File: src/rtl/pkt_pkg.sv
// pkt_pkg: shared types, widths and byte math for the 64b-to-32b packet path
package pkt_pkg;
  localparam int LEN_WIDTH = 14;
  typedef struct packed {
    logic        sop;
    logic        eop;
    logic        bad;
    logic [2:0]  res;
    logic [63:0] data;
  } pkt_hold_t;
  typedef enum logic {IDLE, IN_PKT} frame_state_t;
  function automatic logic [3:0] res64_to_bytes(input logic [2:0] res);
    return (res == 3'd0) ? 4'd8 : {1'b0, res};
  endfunction
endpackage

File: src/rtl/pkt_len_checker.sv
// pkt_len_checker: counts emitted bytes per packet and flags a length mismatch on the eop beat
//   iclk/irst: clock, async active-high reset
//   ilatch/iplen: capture declared length (sop accept)
//   ibeat/isop/ieop/ibytes: one emitted output beat and its byte count
//   omismatch: combinational, high on an eop beat whose total differs from the latched length
module pkt_len_checker
  import pkt_pkg::*;
(
  input  logic                 iclk,
  input  logic                 irst,
  input  logic                 ilatch,
  input  logic [LEN_WIDTH-1:0] iplen,
  input  logic                 ibeat,
  input  logic                 isop,
  input  logic                 ieop,
  input  logic [2:0]           ibytes,
  output logic                 omismatch
);
  logic [LEN_WIDTH-1:0] plen_q, cnt_q, cnt_d;
  logic [LEN_WIDTH:0]   total;
  always_comb begin
    total     = (isop ? '0 : {1'b0, cnt_q}) + {{(LEN_WIDTH-2){1'b0}}, ibytes};
    omismatch = ibeat & ieop & (total != {1'b0, plen_q});
    cnt_d     = !ibeat ? cnt_q : ieop ? '0 : total[LEN_WIDTH] ? '1 : total[LEN_WIDTH-1:0];
  end
  always_ff @(posedge iclk or posedge irst)
    if (irst) begin
      plen_q <= '0;
      cnt_q  <= '0;
    end else begin
      plen_q <= ilatch ? iplen : plen_q;
      cnt_q  <= cnt_d;
    end
endmodule

File: src/rtl/packet_downconverter.sv
// packet_downconverter: 64b valid/ready packet stream to 32b stream without backpressure
//   in : iclk, irst, ivalid, isop, ieop, iresidual[2:0], iplen[13:0], idata[63:0], ibad
//   out: iready, ovalid, osop, oeop, oresidual[1:0], odata[31:0], obad, olen_err, oproto_err
module packet_downconverter #(
  parameter int IN_WIDTH  = 64,
  parameter int OUT_WIDTH = 32,
  parameter int LEN_WIDTH = 14
) (
  input  logic                 iclk,
  input  logic                 irst,
  input  logic                 ivalid,
  output logic                 iready,
  input  logic                 isop,
  input  logic                 ieop,
  input  logic [2:0]           iresidual,
  input  logic [LEN_WIDTH-1:0] iplen,
  input  logic [IN_WIDTH-1:0]  idata,
  input  logic                 ibad,
  output logic                 ovalid,
  output logic                 osop,
  output logic                 oeop,
  output logic [1:0]           oresidual,
  output logic [OUT_WIDTH-1:0] odata,
  output logic                 obad,
  output logic                 olen_err,
  output logic                 oproto_err
);
  import pkt_pkg::*;
  pkt_hold_t    hold_q, hold_d;
  frame_state_t state_q, state_d;
  logic         hv_q, hv_d, half_q, half_d;
  logic         acc, drop, load, proto_d;
  logic [3:0]   b;
  logic         need_lo, emit_sop, emit_eop, mismatch;
  logic [2:0]   beat_bytes;
  assign iready = ~hv_q | half_q;
  always_comb begin
    acc     = ivalid & iready;
    drop    = acc & ~isop & (state_q == IDLE);
    proto_d = drop | (acc & isop & (state_q == IN_PKT));
    load    = acc & ~drop;
    state_d = load ? (ieop ? IDLE : IN_PKT) : state_q;
  end
  // half_q=0 selects the upper half; the lower half is skipped when the eop word fits in 4 bytes
  always_comb begin
    b          = res64_to_bytes(hold_q.res);
    need_lo    = ~hold_q.eop | (b > 4'd4);
    emit_sop   = hv_q & ~half_q & hold_q.sop;
    emit_eop   = hv_q & hold_q.eop & (half_q | ~need_lo);
    beat_bytes = emit_eop ? (half_q ? 3'(b - 4'd4) : b[2:0]) : 3'd4;
    hv_d       = load | (hv_q & ~half_q & need_lo);
    half_d     = ~load & hv_q & ~half_q & need_lo;
    hold_d     = load ? {isop, ieop, ibad, iresidual, idata} : hold_q;
  end
  pkt_len_checker u_len (
    .iclk      (iclk),
    .irst      (irst),
    .ilatch    (load & isop),
    .iplen     (iplen),
    .ibeat     (hv_q),
    .isop      (emit_sop),
    .ieop      (emit_eop),
    .ibytes    (beat_bytes),
    .omismatch (mismatch)
  );
  always_ff @(posedge iclk or posedge irst)
    if (irst) state_q <= IDLE;
    else state_q <= state_d;
  always_ff @(posedge iclk or posedge irst)
    if (irst) begin
      hold_q     <= '0;
      hv_q       <= 1'b0;
      half_q     <= 1'b0;
      ovalid     <= 1'b0;
      osop       <= 1'b0;
      oeop       <= 1'b0;
      oresidual  <= 2'd0;
      odata      <= '0;
      obad       <= 1'b0;
      olen_err   <= 1'b0;
      oproto_err <= 1'b0;
    end else begin
      hold_q     <= hold_d;
      hv_q       <= hv_d;
      half_q     <= half_d;
      ovalid     <= hv_q;
      osop       <= emit_sop;
      oeop       <= emit_eop;
      oresidual  <= emit_eop ? beat_bytes[1:0] : 2'd0;
      odata      <= !hv_q ? '0 : half_q ? hold_q.data[31:0] : hold_q.data[63:32];
      obad       <= emit_eop & (hold_q.bad | mismatch);
      olen_err   <= mismatch;
      oproto_err <= proto_d;
    end
endmodule

File: config.mk
export PLATFORM = sky130hd
export DESIGN_NAME = packet_downconverter
export DESIGN_NICKNAME = d
export VERILOG_FILES = /design/src/rtl/pkt_pkg.sv /design/src/rtl/pkt_len_checker.sv /design/src/rtl/packet_downconverter.sv
export SDC_FILE = /design/constraint.sdc
export NUM_CORES = 1
export LEC_CHECK = 0
export ABC_AREA = 1
export CAP_MARGIN = 5
export CORE_MARGIN = 2
export CORE_UTILIZATION = 51
export DETAILED_ROUTE_END_ITERATION = 10
export PLACE_DENSITY = 0.85
export SLEW_MARGIN = 20
export SYNTH_ARGS = -nofsm -noshare
export SYNTH_HDL_FRONTEND = slang
export SYNTH_SLANG_ARGS = --single-unit
File: constraint.sdc
create_clock -name iclk -period 5.2 [get_ports iclk]
set_input_delay 0.78 -clock iclk [delete_from_list [all_inputs] [get_ports iclk]]
set_output_delay 0.78 -clock iclk [all_outputs]
set_load 0.01 [all_outputs]
==> results of run 1 <==
-- layout make-up --
class / count / area share, %
Sequential cell: 141 / 43.4
Multi-Input combinational cell: 526 / 28.4
Timing Repair Buffer: 132 / 16.1
Clock buffer: 22 / 5.71
Inverter: 51 / 2.48
Tap cell: 147 / 2.26
Clock inverter: 9 / 1.68
-- sequential cells by signal, indices dropped and copies added (netlist names) --
name / flops
obad: 1
half_q: 1
hv_q: 1
state_q: 1
odata: 32
oproto_err: 1
olen_err: 1
ovalid: 1
oeop: 1
oresidual: 2
hold_q: 70
u_len.plen_q: 14
osop: 1
u_len.cnt_q: 14
-- final timing paths --
check                           start      endpoint  slack [ns]  cells after the start
min                        hold_q[45]    hold_q[45]        0.47                      2
max                            half_q          obad        2.00                     20
min in group asynchronous        irst  oresidual[1]        0.92                      2
max reg2reg                    half_q          obad        2.00                     20
min reg2reg                hold_q[45]    hold_q[45]        0.47                      2
max in group asynchronous        irst    hold_q[10]        3.40                      3
-- report_power, final --
part | switching [mW] | internal [mW]
Clock | 0.450 | 0.779
Sequential | 0.248 | 1.56
Combinational | 0.937 | 0.634
Total | 1.63 | 2.97
-- metal layers --
layer  up-vias  GRT usage (%)
li1       2576              -
met1      2516           31.9
met2       211           39.2
met3        31           7.49
met4         0           9.84
met5         -              0
-- metrics by stage --
step                power, mW  area [sq um]  hold slack, ns  cells
CTS                      4.63          8130           0.476   1028
global route             4.92          8130           0.485   1028
finish                   4.60          8130           0.473   1028
global placement         3.31          7530           0.456    997
detailed placement       3.37          7530           0.460    997
floorplan                2.78          6160           0.444    750
-- logic make-up after synthesis --
| logic type | synth area share, % |
|---|---|
| buffers and inverters | 5.36 |
| AO/OA/AOI/OAI | 6.64 |
| XOR/XNOR | 0.426 |
| multiplexers | 0.548 |
| adder cells (fa/ha/maj) | 0.934 |
| flip-flops | 57.3 |
| AND/OR/NAND/NOR | 28.8 |
-- Yosys cell counts, drive strengths merged --
master    n
mux2      3
nor2    101
o21bai    3
a21oi    22
fa        1
a31o      1
a21o      2
buf       6
nand4     5
o22ai     1
a31oi     1
inv      51
nand3    43
or2       1
dfrtp   141
clkbuf   26
ha        3
nand2   287
xnor2     3
nand3b    1
o21ai    48
-- worst max-delay path: stages, from the launching register on --
cell     delay [ns]
dfrtp_1        0.41
inv_4          0.33
nand3_4        0.36
nand2_1        0.14
inv_1          0.05
ha_1           0.20
fa_1           0.38
nand2_1        0.14
nand2_1        0.12
nand3_2        0.14
nor2_4         0.08
nand3_1        0.11
nand2_1        0.07
nand2_1        0.05
nand2_1        0.04
nor2_1         0.12
nand2_1        0.08
nor2_2         0.10
nand3_1        0.08
nand2_1        0.06
inv_1          0.03
==> results.yml, run 1 <==
place:
  gp_congestion: 0.934
  dp_slack_ns: 2.06
  numPortBuffers: 127
  dp_hpwl_um: 9690
global_routing:
  antenna_found_initial: 0
  gr-usage-all-layers_pct: 24.7
  grt_max_degree: 118
  overflow: 0
  grt_first_pass_wirelength_um: 25100
  grt_pass1_vias: 5454
clock_network:
  htree_levels: 4
  cts_tree: "yes"
  ctsHoldBuffers: 0
  root_buffer: "clkbuf_16"
  cts_buffers: 17
  clock-sinks: 141
  postCtsSetupBuffers: 0
  cts_resized: 0
  cts_max_path_buffers: 2
  clkLatencyLatePin_ns: 0.41
  clk_pin_slew_ns: 0.06
cells_and_area:
  seq_area_sq_mm: 0.00353
  multi_input_area_sq_mm: 0.00231
  antenna_cells: 0
  layout_common_cells: "286 x nand2_1, 141 x dfrtp_1, 127 x clkdlybuf4s50_1"
  final_nets: 960
  layout_commonest_cell: "nand2_1"
  drive_above_1_share_pct: 6.02
  fillCellCount: 937
  area_growth_pct: 31.9
  post-route-util_pct: 68.2
setup_path:
  start_kind: "flip-flop"
  end_kind: "flip-flop"
  critPathRequiredTime_ns: 5.51
  worst-setup-path-type: "flip-flop to flip-flop"
  cp_data_arrival_time_ns: 3.50
  critPathMaxFanout: 36
synth:
  synth_warnings: 0
  synth_largest_area_cell: "dfrtp_1"
  syn_nets: 841
  synthesis.area_sq_mm: 0.00616
  ys_seq_elements: 141
  yosysTopAreaCellShare_pct: 57.3
  synth_area_leaders: "dfrtp_1 57%, nand2_1 17%, nor2_1 5.8%"
  syn_inst: 750
  synth.distinct_cells: 29
  avgSynthCellArea_sq_um: 8.22
  yosysSeqAreaShare_pct: 57.3
route:
  route.met2.wl_um: 7030
  drt_first_iter_violations: 357
  wl_met3_um: 1090
  routed.top_layer: "met4"
  antenna_left: 0
  wire_per_inst_um: 14.6
  vias_per_cell: 5.19
  dr.pass1.iters: 7
  drc: 0
  wl_met1_um: 6500
  wl_um: 15000
  num_vias: 5334
floorplan:
  ioPinCount: 128
  die_y_um: 114
  dieArea_sq_mm: 0.0130
  core-area_sq_mm: 0.0119
  die_w_um: 114
  rows: 40
  start_util_pct: 51.7
timing:
  slew_headroom_pct: 42.2
  grt_setup_unrepaired: "false"
  fmax_mhz: 313
  fin_crit_ns: 3.20
  skew_ns: 0.00586
  fin_crit_sh_pct: 61.5
  hold_viol_final: 0
  fin_setup_tns_ns: 0
  worstMarginPinSlew_ns: 0.865
  setup_violations: 0
  final.setup.worst_slack_ns: 2.00
  finalMaxSlewViolations: 0
pwr:
  leakagePower_nw: 4.16
  powerDensity_mw_per_mm2: 566
  ir_worst_vdd_mv: 0.339
run:
  cap_violations: 0
worst_hold_path:
  worstHoldPathType: "flip-flop to flip-flop"
status:
  run_status: "finished clean"
Power figures use the tool's default switching activity.
==> run 2, diff against run 1 <==
--- a/config.mk
+++ b/config.mk
@@ -8,9 +8,9 @@
 export ABC_AREA = 1
 export CAP_MARGIN = 5
 export CORE_MARGIN = 2
-export CORE_UTILIZATION = 51
+export CORE_UTILIZATION = 46
 export DETAILED_ROUTE_END_ITERATION = 10
-export PLACE_DENSITY = 0.85
+export PLACE_DENSITY = 0.81
 export SLEW_MARGIN = 20
 export SYNTH_ARGS = -nofsm -noshare
 export SYNTH_HDL_FRONTEND = slang
==> constraint.sdc (replaced) <==
create_clock -name iclk -period 2.7 [get_ports iclk]
set_input_delay 0.405 -clock iclk [delete_from_list [all_inputs] [get_ports iclk]]
set_output_delay 0.405 -clock iclk [all_outputs]
set_load 0.01 [all_outputs]
==> results.yml, run 2 (synthesized netlist as in run 1, its figures left out) <==
status:
  run_status: "finished, violations left"
  violations: "negative setup slack"
timing:
  grt_setup_unrepaired: "true"
  setup_violations: 1
  finalMaxSlewViolations: 0
  whs_ns: 0.417
  final.setup.worst_slack_ns: -0.0712
  fin_crit_sh_pct: 103
  worstMarginPinSlew_ns: 0.638
  hold_viol_final: 0
  fin_crit_ns: 2.77
  slew_headroom_pct: 57.3
  fmax_mhz: 361
  fin_setup_tns_ns: -0.0712
  skew_ns: 0.00854
cells_and_area:
  largest_reg_flops: 70
  seq_area_sq_mm: 0.00353
  layout_commonest_cell: "nand2_1"
  instances_no_fill: 1087
  drive_above_1_share_pct: 13.2
  final_nets: 989
  post-route-util_pct: 65.4
  largest-register: "hold_q"
  area_growth_pct: 39.5
  multi_input_area_sq_mm: 0.00245
  antenna_cells: 0
  layout_common_cells: "275 x nand2_1, 141 x dfrtp_1, 127 x clkdlybuf4s50_1"
  reg_top3: "hold_q (70), odata (32)"
  fin_area_sq_mm: 0.00860
  fillCellCount: 1049
place:
  dp_slack_ns: -0.132
  placed_cell_area_sq_mm: 0.00774
  gp_congestion: 0.905
  dp_hpwl_um: 10100
  numPortBuffers: 127
  place_inst: 1047
global_routing:
  antenna_found_initial: 0
  grt_max_degree: 57
  grt_pass1_vias: 5373
  gr-usage-all-layers_pct: 22.7
  grt_first_pass_wirelength_um: 25400
  overflow: 0
floorplan:
  dieArea_sq_mm: 0.0143
  die_y_um: 120
  die_w_um: 120
  start_util_pct: 46.9
  core-area_sq_mm: 0.0131
  ioPinCount: 128
  rows: 42
setup_path:
  path_common_cell: "nand2_2"
  worst_r2r_path_depth: 21
  critPathMaxFanout: 6
  crit_family: "simple AND/OR/NAND/NOR gates"
  start_kind: "flip-flop"
  ff2ff_setup_slack_ns: -0.07
  r2r-start: "hold_q[64]"
  end_kind: "flip-flop"
  crit_chain: "o21ai_1 -> nand3_2 -> o21ai_2 -> nand2_2 -> nor2_4 -> ha_4 -> fa_2 -> nand2_2 -> nand2_2 -> nand3_4 -> nor2_4 -> buf_6 -> nand2_1 -> nand2_2 -> nor2_1 -> nor2_1 -> nand3_1 -> nor2_1 -> nand3_1 -> nand2_1 -> inv_1"
  worst-setup-path-type: "flip-flop to flip-flop"
  timing.rr.end: "obad"
  max_stage_delay_ns: 0.40
  critPathBufInv: 2
  cp_data_arrival_time_ns: 3.09
  critPathRequiredTime_ns: 3.02
  crit_slowest_cell: "dfrtp_1"
clock_network:
  clock-sinks: 141
  cts_max_path_buffers: 2
  clk_pin_slew_ns: 0.07
  clkLatencyLatePin_ns: 0.42
  cts_buffers: 17
  htree_levels: 4
  root_buffer: "clkbuf_16"
  cts_tree: "yes"
  ctsHoldBuffers: 0
pwr:
  comb_power_share_pct: 37.2
  swShare_pct: 36.5
  p_total_mw: 9.43
  ir_worst_vdd_mv: 0.624
  power.switching_mw: 3.45
  clock_power_share_pct: 26.1
  leakagePower_nw: 4.32
  p_int_mw: 5.99
  powerDensity_mw_per_mm2: 1100
  power_frac_seq_pct: 36.7
route:
  wire_per_inst_um: 14.7
  vias_per_cell: 5.03
  num_vias: 5469
  dr.pass1.iters: 5
  drt_first_iter_violations: 375
  drc: 0
  wl_um: 16000
  antenna_left: 0
run:
  cap_violations: 0
worst_hold_path:
  worstHoldPathType: "primary input to asynchronous set/reset pin"
## run 2: changes by cell type in the layout (fill, tap and decap cells not counted), moves of 4 or more
cell / previous run / this run
buf_4: 5 / 27
nand3_1: 37 / 32
inv_1: 48 / 43
nand2_2: 1 / 12
buf_6: 0 / 4
inv_2: 1 / 5
nor2_1: 96 / 90
nand2_1: 286 / 275
nor2_2: 3 / 7
clkinvlp_4: 2 / 6
## run 2: worst max path at each step
stage,from,end,cells past startpoint
2_1_floorplan,half_q,obad,21
3_3_place_gp,hold_q[66],obad,20
3_5_place_dp,hold_q[66],obad,20
4_1_cts,hold_q[65],obad,22
5_1_grt,hold_q[64],obad,19
6_report,hold_q[64],obad,21
## run 2: per-layer routing
layer	GRT usage (%)	part of all wire [%]
met5	0	0
met2	38.0	49
met3	7.22	7.8
met4	7.43	1.7
met1	28.0	41
## run 2: layout make-up
| type | count | area share [%] |
|---|---|---|
| clock buffer | 17 | 4.95 |
| clock inverter | 15 | 2.34 |
| inverter | 51 | 2.34 |
| multi-input combinational | 526 | 28.5 |
| sequential | 141 | 41.0 |
| tap | 176 | 2.56 |
| timing repair buffer | 160 | 18.1 |
| timing repair inverter | 1 | 0.0873 |
## run 2: timing repair
action	in CTS	in global routing
gates cloned	0	1
endpoints found under the setup margin	12	15
pin swaps	10	24
resized for setup	14	34
buffers inserted	4	3
## run 2: power groups by stage
| stage | Sequential, mW | Clock, mW | Combinational, mW |
|---|---|---|---|
| finish | 3.46 | 2.46 | 3.51 |
| global placement | 3.44 | 0 | 3.11 |
| detailed placement | 3.46 | 0 | 3.19 |
| global route | 3.56 | 2.60 | 3.90 |
| floorplan | 3.46 | 0 | 1.89 |
| CTS | 3.45 | 2.49 | 3.30 |
